**src/rtl/rv_pipe_ctrl_if.sv**
```systemverilog
// rv_pipe_ctrl_if: decode/hazard control bus between the RV32I datapath and rv_pipe_ctrl.
// Datapath -> control: op_d, funct3_d, rs1_d, rs2_d, rd_d (D stage); zero_e, lt_e, ltu_e (E flags).
// Control -> datapath: imm_src_d, illegal_d, alu_src_e, alu_op_e, sel_adder_e, pc_src_e, mem_write_m,
//   reg_write_w, result_src_w, rd_e/rd_m/rd_w, stall_f, stall_d, flush_d, flush_e, fwd_a_e, fwd_b_e.
// master = datapath side, slave = control side.
interface rv_pipe_ctrl_if #(parameter int REG_ADDR_W = 5);
  logic [6:0]            op_d;
  logic [2:0]            funct3_d;
  logic [REG_ADDR_W-1:0] rs1_d, rs2_d, rd_d;
  logic                  zero_e, lt_e, ltu_e;
  logic [2:0]            imm_src_d;
  logic                  illegal_d;
  logic                  alu_src_e;
  logic [1:0]            alu_op_e;
  logic                  sel_adder_e, pc_src_e, mem_write_m, reg_write_w;
  logic [1:0]            result_src_w;
  logic [REG_ADDR_W-1:0] rd_e, rd_m, rd_w;
  logic                  stall_f, stall_d, flush_d, flush_e;
  logic [1:0]            fwd_a_e, fwd_b_e;
  modport master (
    output op_d, funct3_d, rs1_d, rs2_d, rd_d, zero_e, lt_e, ltu_e,
    input  imm_src_d, illegal_d, alu_src_e, alu_op_e, sel_adder_e, pc_src_e, mem_write_m, reg_write_w,
           result_src_w, rd_e, rd_m, rd_w, stall_f, stall_d, flush_d, flush_e, fwd_a_e, fwd_b_e
  );
  modport slave (
    input  op_d, funct3_d, rs1_d, rs2_d, rd_d, zero_e, lt_e, ltu_e,
    output imm_src_d, illegal_d, alu_src_e, alu_op_e, sel_adder_e, pc_src_e, mem_write_m, reg_write_w,
           result_src_w, rd_e, rd_m, rd_w, stall_f, stall_d, flush_d, flush_e, fwd_a_e, fwd_b_e
  );
endinterface

```
**src/rtl/rv_pipe_ctrl.sv**
```systemverilog
// rv_pipe_ctrl: RV32I decode plus D->E->M->W control pipeline with branch resolve, stall, flush and forwarding.
// Ports: clk, rst (sync, active-high); io_bus (rv_pipe_ctrl_if.slave) carries all D inputs, E flags and controls.
// FWD_EN=1 bypasses from M/W and stalls only on load-use; FWD_EN=0 stalls while a RAW producer sits in E or M.
module rv_pipe_ctrl #(
  parameter int REG_ADDR_W = 5,
  parameter bit FWD_EN     = 1'b1
) (
  input logic          clk,
  input logic          rst,
  rv_pipe_ctrl_if.slave io_bus
);
  localparam logic [6:0] OP_R = 7'b0110011, OP_I = 7'b0010011, OP_LW = 7'b0000011, OP_S = 7'b0100011;
  localparam logic [6:0] OP_B = 7'b1100011, OP_JAL = 7'b1101111, OP_JALR = 7'b1100111, OP_LUI = 7'b0110111;
  typedef struct packed {
    logic                  rw;
    logic [1:0]            res;
    logic                  mw, br, jmp;
    logic [2:0]            f3;
    logic                  src;
    logic [1:0]            op;
    logic                  sel;
    logic [REG_ADDR_W-1:0] rd, rs1, rs2;
  } e_slot_t;
  typedef struct packed {
    logic                  rw;
    logic [1:0]            res;
    logic                  mw;
    logic [REG_ADDR_W-1:0] rd;
  } m_slot_t;
  e_slot_t               w_dec, r_e;
  m_slot_t               r_m;
  logic                  r_rw_w;
  logic [1:0]            r_res_w;
  logic [REG_ADDR_W-1:0] r_rd_w;
  logic [2:0]            w_imm;
  logic                  w_ill, w_use1, w_use2, w_taken, w_pc_src, w_hit_e, w_hit_m, w_haz, w_stall, w_flush_e;
  always_comb begin
    w_dec  = '0;
    w_imm  = 3'b000;
    w_ill  = 1'b0;
    w_use1 = 1'b0;
    w_use2 = 1'b0;
    case (io_bus.op_d)
      OP_R:    begin w_dec.rw = 1'b1; w_dec.op = 2'b10; w_use1 = 1'b1; w_use2 = 1'b1; end
      OP_I:    begin w_dec.rw = 1'b1; w_dec.src = 1'b1; w_dec.op = 2'b10; w_use1 = 1'b1; end
      OP_LW:   begin w_dec.rw = 1'b1; w_dec.res = 2'b01; w_dec.src = 1'b1; w_use1 = 1'b1; end
      OP_S:    begin w_dec.mw = 1'b1; w_dec.src = 1'b1; w_imm = 3'b001; w_use1 = 1'b1; w_use2 = 1'b1; end
      OP_B:    begin w_dec.br = 1'b1; w_dec.op = 2'b01; w_imm = 3'b010; w_use1 = 1'b1; w_use2 = 1'b1; end
      OP_JAL:  begin w_dec.jmp = 1'b1; w_dec.rw = 1'b1; w_dec.res = 2'b10; w_imm = 3'b100; end
      OP_JALR: begin w_dec.jmp = 1'b1; w_dec.rw = 1'b1; w_dec.res = 2'b10; w_dec.src = 1'b1; w_dec.sel = 1'b1; w_use1 = 1'b1; end
      OP_LUI:  begin w_dec.rw = 1'b1; w_dec.src = 1'b1; w_dec.op = 2'b11; w_imm = 3'b011; end
      default: w_ill = 1'b1;
    endcase
    w_dec.f3  = io_bus.funct3_d;
    // Zeroing rd of non-writers and rs of unused sources lets every compare below skip separate enable terms.
    w_dec.rd  = w_dec.rw ? io_bus.rd_d : '0;
    w_dec.rs1 = w_use1 ? io_bus.rs1_d : '0;
    w_dec.rs2 = w_use2 ? io_bus.rs2_d : '0;
  end
  // funct3[2:1] picks the flag, funct3[0] inverts it; 010/011 are never taken.
  assign w_taken   = (r_e.f3[2:1] == 2'b00) ? io_bus.zero_e ^ r_e.f3[0] :
                     (r_e.f3[2:1] == 2'b10) ? io_bus.lt_e ^ r_e.f3[0] :
                     (r_e.f3[2:1] == 2'b11) ? io_bus.ltu_e ^ r_e.f3[0] : 1'b0;
  assign w_pc_src  = !rst & (r_e.jmp | (r_e.br & w_taken));
  assign w_hit_e   = (r_e.rd != '0) & ((w_dec.rs1 == r_e.rd) | (w_dec.rs2 == r_e.rd));
  assign w_hit_m   = (r_m.rd != '0) & ((w_dec.rs1 == r_m.rd) | (w_dec.rs2 == r_m.rd));
  assign w_haz     = FWD_EN ? (r_e.res == 2'b01) & w_hit_e : w_hit_e | w_hit_m;
  // A redirect makes the D instruction wrong-path, so it is flushed rather than stalled.
  assign w_stall   = !rst & w_haz & !w_pc_src;
  assign w_flush_e = w_pc_src | w_stall;
  always_ff @(posedge clk) begin
    if (rst) begin
      r_e     <= '0;
      r_m     <= '0;
      r_rw_w  <= 1'b0;
      r_res_w <= 2'b00;
      r_rd_w  <= '0;
    end else begin
      r_e     <= w_flush_e ? '0 : w_dec;
      r_m     <= {r_e.rw, r_e.res, r_e.mw, r_e.rd};
      r_rw_w  <= r_m.rw;
      r_res_w <= r_m.res;
      r_rd_w  <= r_m.rd;
    end
  end
  assign io_bus.imm_src_d    = w_imm;
  assign io_bus.illegal_d    = w_ill;
  assign io_bus.alu_src_e    = r_e.src;
  assign io_bus.alu_op_e     = r_e.op;
  assign io_bus.sel_adder_e  = r_e.sel;
  assign io_bus.pc_src_e     = w_pc_src;
  assign io_bus.mem_write_m  = r_m.mw;
  assign io_bus.reg_write_w  = r_rw_w;
  assign io_bus.result_src_w = r_res_w;
  assign io_bus.rd_e         = r_e.rd;
  assign io_bus.rd_m         = r_m.rd;
  assign io_bus.rd_w         = r_rd_w;
  assign io_bus.stall_f      = w_stall;
  assign io_bus.stall_d      = w_stall;
  assign io_bus.flush_d      = w_pc_src;
  assign io_bus.flush_e      = w_flush_e;
  // M has priority over W; x0 is never forwarded.
  assign io_bus.fwd_a_e = !FWD_EN ? 2'b00 : (r_m.rd != '0 && r_m.rd == r_e.rs1) ? 2'b10 :
                          (r_rd_w != '0 && r_rd_w == r_e.rs1) ? 2'b01 : 2'b00;
  assign io_bus.fwd_b_e = !FWD_EN ? 2'b00 : (r_m.rd != '0 && r_m.rd == r_e.rs2) ? 2'b10 :
                          (r_rd_w != '0 && r_rd_w == r_e.rs2) ? 2'b01 : 2'b00;
endmodule

```
**src/flat_wrapper.sv**
```systemverilog
// flat-port wrapper written by rule: the top's interface ports become plain ports
module rv_pipe_ctrl_flat 
#(
  parameter int REG_ADDR_W = 5,
  parameter bit FWD_EN     = 1'b1
)
  (clk, rst, io_bus_op_d, io_bus_funct3_d, io_bus_rs1_d, io_bus_rs2_d, io_bus_rd_d, io_bus_zero_e, io_bus_lt_e, io_bus_ltu_e, io_bus_imm_src_d, io_bus_illegal_d, io_bus_alu_src_e, io_bus_alu_op_e, io_bus_sel_adder_e, io_bus_pc_src_e, io_bus_mem_write_m, io_bus_reg_write_w, io_bus_result_src_w, io_bus_rd_e, io_bus_rd_m, io_bus_rd_w, io_bus_stall_f, io_bus_stall_d, io_bus_flush_d, io_bus_flush_e, io_bus_fwd_a_e, io_bus_fwd_b_e);
  rv_pipe_ctrl_if #(.REG_ADDR_W(REG_ADDR_W)) io_bus_i ();
  input logic clk;
  input logic rst;
  input wire logic [$bits(io_bus_i.op_d)-1:0] io_bus_op_d;
  input wire logic [$bits(io_bus_i.funct3_d)-1:0] io_bus_funct3_d;
  input wire logic [$bits(io_bus_i.rs1_d)-1:0] io_bus_rs1_d;
  input wire logic [$bits(io_bus_i.rs2_d)-1:0] io_bus_rs2_d;
  input wire logic [$bits(io_bus_i.rd_d)-1:0] io_bus_rd_d;
  input wire logic [$bits(io_bus_i.zero_e)-1:0] io_bus_zero_e;
  input wire logic [$bits(io_bus_i.lt_e)-1:0] io_bus_lt_e;
  input wire logic [$bits(io_bus_i.ltu_e)-1:0] io_bus_ltu_e;
  output wire logic [$bits(io_bus_i.imm_src_d)-1:0] io_bus_imm_src_d;
  output wire logic [$bits(io_bus_i.illegal_d)-1:0] io_bus_illegal_d;
  output wire logic [$bits(io_bus_i.alu_src_e)-1:0] io_bus_alu_src_e;
  output wire logic [$bits(io_bus_i.alu_op_e)-1:0] io_bus_alu_op_e;
  output wire logic [$bits(io_bus_i.sel_adder_e)-1:0] io_bus_sel_adder_e;
  output wire logic [$bits(io_bus_i.pc_src_e)-1:0] io_bus_pc_src_e;
  output wire logic [$bits(io_bus_i.mem_write_m)-1:0] io_bus_mem_write_m;
  output wire logic [$bits(io_bus_i.reg_write_w)-1:0] io_bus_reg_write_w;
  output wire logic [$bits(io_bus_i.result_src_w)-1:0] io_bus_result_src_w;
  output wire logic [$bits(io_bus_i.rd_e)-1:0] io_bus_rd_e;
  output wire logic [$bits(io_bus_i.rd_m)-1:0] io_bus_rd_m;
  output wire logic [$bits(io_bus_i.rd_w)-1:0] io_bus_rd_w;
  output wire logic [$bits(io_bus_i.stall_f)-1:0] io_bus_stall_f;
  output wire logic [$bits(io_bus_i.stall_d)-1:0] io_bus_stall_d;
  output wire logic [$bits(io_bus_i.flush_d)-1:0] io_bus_flush_d;
  output wire logic [$bits(io_bus_i.flush_e)-1:0] io_bus_flush_e;
  output wire logic [$bits(io_bus_i.fwd_a_e)-1:0] io_bus_fwd_a_e;
  output wire logic [$bits(io_bus_i.fwd_b_e)-1:0] io_bus_fwd_b_e;
  assign io_bus_i.op_d = io_bus_op_d;
  assign io_bus_i.funct3_d = io_bus_funct3_d;
  assign io_bus_i.rs1_d = io_bus_rs1_d;
  assign io_bus_i.rs2_d = io_bus_rs2_d;
  assign io_bus_i.rd_d = io_bus_rd_d;
  assign io_bus_i.zero_e = io_bus_zero_e;
  assign io_bus_i.lt_e = io_bus_lt_e;
  assign io_bus_i.ltu_e = io_bus_ltu_e;
  assign io_bus_imm_src_d = io_bus_i.imm_src_d;
  assign io_bus_illegal_d = io_bus_i.illegal_d;
  assign io_bus_alu_src_e = io_bus_i.alu_src_e;
  assign io_bus_alu_op_e = io_bus_i.alu_op_e;
  assign io_bus_sel_adder_e = io_bus_i.sel_adder_e;
  assign io_bus_pc_src_e = io_bus_i.pc_src_e;
  assign io_bus_mem_write_m = io_bus_i.mem_write_m;
  assign io_bus_reg_write_w = io_bus_i.reg_write_w;
  assign io_bus_result_src_w = io_bus_i.result_src_w;
  assign io_bus_rd_e = io_bus_i.rd_e;
  assign io_bus_rd_m = io_bus_i.rd_m;
  assign io_bus_rd_w = io_bus_i.rd_w;
  assign io_bus_stall_f = io_bus_i.stall_f;
  assign io_bus_stall_d = io_bus_i.stall_d;
  assign io_bus_flush_d = io_bus_i.flush_d;
  assign io_bus_flush_e = io_bus_i.flush_e;
  assign io_bus_fwd_a_e = io_bus_i.fwd_a_e;
  assign io_bus_fwd_b_e = io_bus_i.fwd_b_e;
  rv_pipe_ctrl #(.REG_ADDR_W(REG_ADDR_W), .FWD_EN(FWD_EN)) u_core (.clk(clk), .rst(rst), .io_bus(io_bus_i));
endmodule
```
**config.mk**
```make
export PLATFORM = sky130hd
export DESIGN_NAME = rv_pipe_ctrl_flat
export DESIGN_NICKNAME = d
export VERILOG_FILES = /design/src/rtl/rv_pipe_ctrl_if.sv /design/src/rtl/rv_pipe_ctrl.sv /design/src/flat_wrapper.sv
export SDC_FILE = /design/constraint.sdc
export NUM_CORES = 1
export LEC_CHECK = 0
export CORE_MARGIN = 1
export CORE_UTILIZATION = 60
export CTS_CLUSTER_SIZE = 8
export DETAILED_ROUTE_END_ITERATION = 8
export DONT_BUFFER_PORTS = 1
export GPL_ROUTABILITY_DRIVEN = 0
export GPL_TIMING_DRIVEN = 0
export PLACE_DENSITY = 0.76
export SKIP_LAST_GASP = 1
export SLEW_MARGIN = 20
export SYNTH_ARGS = -nofsm -noshare
export SYNTH_HDL_FRONTEND = slang
export SYNTH_SLANG_ARGS = --single-unit
```
**constraint.sdc**
```tcl
create_clock -name clk -period 7.95 [get_ports clk]
set_clock_uncertainty 0.05 [all_clocks]
set_input_delay 1.9875 -clock clk [delete_from_list [all_inputs] [get_ports clk]]
set_output_delay 1.9875 -clock clk [all_outputs]
set_load 0.01 [all_outputs]
```
==> results of run 1 <==
==> report_power, final <==
| group | internal, mW | total [mW] | leakage (nW) | switching, mW |
|---|---|---|---|---|
| Clock | 0.0914 | 0.166 | 0.0540 | 0.0743 |
| Combinational | 0.0125 | 0.0283 | 0.644 | 0.0158 |
| Sequential | 0.227 | 0.229 | 0.364 | 0.00168 |
==> flip-flops by register name (all words and copies together), names as in the netlist <==
signal and count:
u_core.io_bus.rd_e 5, u_core.io_bus.rd_m 5, u_core.io_bus.alu_src_e 1, u_core.r_m 3
u_core.io_bus.rd_w 5, u_core.io_bus.alu_op_e 2, u_core.io_bus.mem_write_m 1, u_core.io_bus.reg_write_w 1
u_core.io_bus.result_src_w 2, u_core.io_bus.sel_adder_e 1, u_core.r_e 19
==> cells in the mapped netlist, types with 3 or more instances <==
master	number	share of area
nor4_2	7	0.037
o32ai_1	3	0.011
nand3b_1	4	0.013
nor4b_2	5	0.032
xnor2_1	10	0.037
nand2b_1	7	0.018
xor2_1	18	0.067
inv_1	4	0.0063
nor2_1	28	0.044
buf_2	6	0.013
nand4b_1	11	0.041
nor3_1	4	0.0085
nor2b_1	18	0.048
dfxtp_1	45	0.38
nor4_1	4	0.011
or4_1	7	0.022
buf_6	3	0.014
nand3_1	7	0.015
buf_4	15	0.048
clkbuf_1	7	0.011
a21oi_1	5	0.011
nand2_1	10	0.016
==> cells by family (layout without fill, tap and decap cells) <==
kind of cell,Yosys count,count (layout),synth area share
flops,45,45,0.380
simple gates,124,124,0.352
compound gates,22,22,0.0666
buf+inv,36,43,0.0935
mux,1,1,0.00423
xor+xnor,28,28,0.104
==> routing by layer <==
layer / part of all wire / vias to the layer above / wire length (um) / track usage
met5: 0 / - / 0 / 0
met4: 0.0074 / 0 / 36 / 0.0833
met3: 0.054 / 4 / 266 / 0.0528
met2: 0.47 / 54 / 2320 / 0.384
met1: 0.46 / 840 / 2270 / 0.333
li1: - / 885 / - / -
==> worst paths after layout <==
kind              cells past startpoint             startpoint  slack, ns                   endpoint
setup / recovery                     10         io_bus_op_d[2]       2.07             io_bus_stall_f
hold reg to reg                       1          u_core.r_m[8]       0.39  u_core.io_bus.reg_write_w
hold / removal                        1          u_core.r_m[8]       0.39  u_core.io_bus.reg_write_w
setup reg to reg                      7  u_core.io_bus.rd_e[2]       5.91             u_core.r_e[19]
==> per-stage QoR <==
step | power (mW) | hold slack [ns]
CTS | 0.426 | 0.390
global route | 0.439 | 0.410
floorplan | 0.257 | 0.364
finish | 0.423 | 0.388
detailed placement | 0.262 | 0.371
global placement | 0.262 | 0.366
==> critical path: cells and delay by family <==
kind | cells | cell delay, ns
simple gates | 3 | 0.50
compound gates | 3 | 0.66
buf+inv | 4 | 0.68
==> cell type report <==
type                            instances  area, um^2  area share
Sequential cell                        45         901       0.356
Multi-Input combinational cell        175        1250       0.492
Inverter                                4        15.0     0.00593
Clock inverter                          2        35.0      0.0138
Buffer                                 32         206      0.0815
Clock buffer                            5        68.8      0.0272
Tap cell                               48        60.1      0.0237
==> results.tsv, run 1 <==
metric	value	unit
status	finished, final reports clean	
initial antenna violation count	0	
CTS resizes	0	
Worst setup EP type	primary output	
H-tree depth	2	
Clock Pin Slew Worst Setup and Hold Paths	0.08	ns
period utilisation layout	0.740	
RSZ-0062 raised after global routing	false	
Via-to-Cell Ratio	5.73	
crit-path cells	buf_2, or2_1, a21oi_1, buf_4, nand2_1, a22oi_1, a32o_1, buf_6, and2_1, buf_4	
Tmin final	5.88	ns
CP startpoint kind	input pin	
gr ovfl total	0	
largest net degree at the start of global routing	14	
Synth cell types	44	
post-CTS repair timing setup buffer count	0	
FF+latch count, synth	45	
CTS Root Cell	clkbuf_8	
first-pass GRT wire length	7800	um
PwrDens	167	nW/um^2
max_cap viols	0	
Setup TNS	0	ns
HPWL Detailed	3560	um
final worst slack	2.07	ns
prevailing post-synth register cell	dfxtp_1	
Final Max Tran Viols	0	
placed inst area	2430	um^2
slowest stage delay, CP	0.23	ns
synthesized area per cell	9.25	um^2
Crit Path Max Fanout	10	
post-route cell area	2530	um^2
Hold-fix buffers, CTS	0	
asr flop ratio synth	0	
DRT Wirelength	4890	um
clk sinks	45	
via count	1783	
die area	4200	um^2
# port buffers	0	
ant diodes	0	
DRT iter0 DRCs	83	
Synth Cell Area	2370	um^2
number of synthesized flops with an enable pin	0	
Slew headroom	0.520	
CTS tree	built	
WP data arrival	3.85	ns
Clock Latency Late Sink	0.29	ns
DRT antenna net count	0	
Max Root-Sink Buffers	2	
actual slew at the worst max-slew pin	0.713	ns
Max VDD drop	101	uV
dpl cells	304	
Mapped Nets	286	
P&R area growth vs syn	6.92	%
layout cells sized above 1	0.186	
Die X	64.8	um
end-of-flow core utilization	0.681	
# fillers	331	
DRC Markers	0	
Rows	22	
Seq/Total Area, Yosys	0.380	
Setup WS pre-CTS	2.10	ns
Max Freq	170	MHz
WL per Instance	15.7	um
commonest non-fill, non-tap cell in the layout	dfxtp_1	
Die H	64.8	um
Crit path top cell by count	buf_4	
vias in the first global route	1600	
first-pass iteration count of the detailed router	4	
critical path class	input pin to primary output	
count of nets after finishing	293	
most frequent cells in the layout	dfxtp_1 (45), nor2_1 (28), xor2_1 (18), nor2b_1 (18), buf_4 (15)	
CTS buffer count	5	
I/O pin count	66	
Mapped Cells	256	
HP Class	register to register	
gr usage total	0.246	
YS warnings	0	
Initial Util	0.637	
final hold vios	0	
CP max-delay cell	or2_1	
WP data required	5.91	ns
Pleak	1.06	nW
final setup vio count	0	
Finished Layout Cells	311	
Placeable Area	3720	um^2
No activity file was read; power rests on OpenSTA's default activity.
==> run 2, diff against run 1 <==
clock period = 5.71 ns   (was 7.95 ns; I/O delays follow)
==> results of run 2 <==
The final DEF is identical to that of run 1. Status: finished, final reports clean.
Among the figures that moved: setup slack after placement 2.10 ns -> 0.979 ns; setup slack after layout 2.07 ns -> 0.947 ns; register-to-register setup slack 5.91 ns -> 3.67 ns; total power 0.423 mW -> 0.589 mW; worst IR drop on VDD 101 uV -> 141 uV
==> run 3, diff against run 2 <==
CORE_UTILIZATION = 56   (was 60)
PLACE_DENSITY = 0.74   (was 0.76)
clock period = 3.9 ns   (was 5.71 ns; I/O delays follow)
==> results.tsv, run 3 (synthesis gave the netlist of run 1 again) <==
metric	value	unit	change
status	finished, final reports clean		unchanged
Die X	67.0	um	was 64.8 um
Pleak	1.06	nW	about the same
# fillers	351		was 331
via count	1727		was 1783
Setup TNS	0	ns	unchanged
reg-to-reg startpoint	u_core.io_bus.rd_e[2]		unchanged
first-pass iteration count of the detailed router	4		unchanged
worst hold slack	0.388	ns	about the same
layout cells sized above 1	0.190		was 0.186
gr ovfl total	0		unchanged
worst reg-to-reg path cell count	7		unchanged
Clock Latency Late Sink	0.29	ns	about the same
Hold-fix buffers, CTS	0		unchanged
Setup WS pre-CTS	0.0205	ns	was 0.979 ns
final hold vios	0		unchanged
die area	4490	um^2	was 4200 um^2
period utilisation layout	0.974		
crit-path cells	buf_2, or2_1, a21oi_2, buf_4, nand2_1, a22oi_1, a32o_1, buf_6, and2_1, buf_4		was buf_2, or2_1, a21oi_1, buf_4, nand2_1, a22oi_1, a32o_1, buf_6, and2_1, buf_4
DRT iter0 DRCs	30		was 83
CTS tree	built		unchanged
Cell Int Power	675	uW	was 461 uW
WP data required	2.87	ns	was 4.23 ns
Rows	23		was 22
# port buffers	0		unchanged
Final Max Tran Viols	0		unchanged
Crit path top cell by count	buf_4		unchanged
DRT antenna net count	0		unchanged
Clock Pin Slew Worst Setup and Hold Paths	0.08	ns	about the same
critical path class	input pin to primary output		unchanged
actual slew at the worst max-slew pin	0.645	ns	was 0.713 ns
max_cap viols	0		unchanged
Max VDD drop	183	uV	was 141 uV
max FFs per register	19		unchanged
commonest non-fill, non-tap cell in the layout	dfxtp_1		unchanged
Crit Path Max Fanout	10		unchanged
Placeable Area	4030	um^2	was 3720 um^2
P&R area growth vs syn	7.18	%	was 6.92%
clk sinks	45		unchanged
Combinational Power Share	0.067		about the same
HPWL Detailed	3660	um	was 3560 um
CTS buffer count	5		unchanged
Max Freq	263	MHz	
critical path's top delay family	buffers and inverters		unchanged
Slew headroom	0.566		was 0.520
post-route cell area	2540	um^2	was 2530 um^2
slowest stage delay, CP	0.25	ns	was 0.23 ns
CP startpoint kind	input pin		unchanged
most frequent cells in the layout	dfxtp_1 (45), nor2_1 (28), xor2_1 (18), nor2b_1 (18), buf_4 (15)		unchanged
sw power	178	uW	was 128 uW
initial antenna violation count	0		unchanged
count of nets after finishing	293		unchanged
largest net degree at the start of global routing	14		unchanged
CTS Root Cell	clkbuf_8		unchanged
Initial Util	0.588		was 0.637
DRC Markers	0		unchanged
HP Class	register to register		unchanged
Die H	67.0	um	was 64.8 um
Tmin final	3.80	ns	
DRT Wirelength	4710	um	was 4890 um
WL per Instance	15.1	um	was 15.7 um
ant diodes	0		unchanged
sw frac	0.209		was 0.217
end-of-flow core utilization	0.630		was 0.681
RSZ-0062 raised after global routing	false		unchanged
R2R Setup Slk	1.86	ns	was 3.67 ns
worst hold stages	1		unchanged
gr usage total	0.228		was 0.246
I/O pin count	66		unchanged
hold path start	u_core.r_m[6]		was u_core.r_m[8]
CP max-delay cell	or2_1		unchanged
Biggest register	u_core.r_e		unchanged
Via-to-Cell Ratio	5.52		was 5.73
CP bufs+invs	4		unchanged
vias in the first global route	1599		was 1600
FF-to-FF End	u_core.io_bus.alu_op_e[0]		was u_core.r_e[19]
final setup vio count	0		unchanged
H-tree depth	2		unchanged
Seq pwr share	0.547		was 0.541
final worst slack	0.101	ns	was 0.947 ns
placed inst area	2430	um^2	about the same
Worst setup EP type	primary output		unchanged
Max Root-Sink Buffers	2		unchanged
WP data arrival	2.77	ns	was 3.29 ns
power share of the clock group	0.386		was 0.392
Hold Path Sink	u_core.io_bus.result_src_w[0]		was u_core.io_bus.reg_write_w
PwrDens	336	nW/um^2	was 232 nW/um^2
first-pass GRT wire length	7490	um	was 7800 um
## run 3: routing by layer
metal | part of all wire | up-vias | global-route usage
li1 | - | 887 | -
met1 | 0.45 | 783 | 0.277
met2 | 0.48 | 48 | 0.375
met3 | 0.053 | 9 | 0.0634
met4 | 0.019 | 0 | 0.0878
met5 | 0 | - | 0
## run 3: cell type report
| type | count | area, um^2 | share of cell area |
|---|---|---|---|
| buffer | 32 | 206 | 0.0813 |
| clock buffer | 5 | 68.8 | 0.0271 |
| clock inverter | 2 | 35.0 | 0.0138 |
| inverter | 4 | 15.0 | 0.00591 |
| multi-input combinational | 175 | 1250 | 0.492 |
| sequential | 45 | 901 | 0.355 |
| tap | 50 | 62.6 | 0.0246 |
## run 3: through the flow
step / cells / power (mW)
after floorplan: 256 / 0.524
after global placement: 306 / 0.533
after detailed placement: 306 / 0.534
after CTS: 313 / 0.861
after global routing: 313 / 0.886
final: 313 / 0.853
## run 3: power groups by stage
| stage | Clock, mW | Combinational (mW) | Sequential (mW) |
|---|---|---|---|
| 3_3_place_gp | 0 | 0.0556 | 0.477 |
| 2_1_floorplan | 0 | 0.0477 | 0.477 |
| 3_5_place_dp | 0 | 0.0565 | 0.477 |
| 5_1_grt | 0.355 | 0.0635 | 0.467 |
| 6_report | 0.330 | 0.0569 | 0.466 |
| 4_1_cts | 0.338 | 0.0568 | 0.466 |
## run 3: timing repair
item                       4_1_cts  5_1_grt
resized for setup                0        1
setup endpoints to repair        0        1
setup buffers                    0        0
## run 3: how the worst max path moves through the flow
stage	from	to	slack [ns]	cells after the start
6_report	io_bus_op_d[2]	io_bus_stall_f	0.10	10
5_1_grt	io_bus_op_d[2]	io_bus_stall_f	0.01	10
4_1_cts	io_bus_op_d[2]	io_bus_stall_f	0.01	10
3_5_place_dp	io_bus_op_d[2]	io_bus_stall_f	0.02	10
3_3_place_gp	io_bus_op_d[2]	io_bus_stall_f	0.04	10
2_1_floorplan	io_bus_op_d[2]	io_bus_stall_f	0.30	10
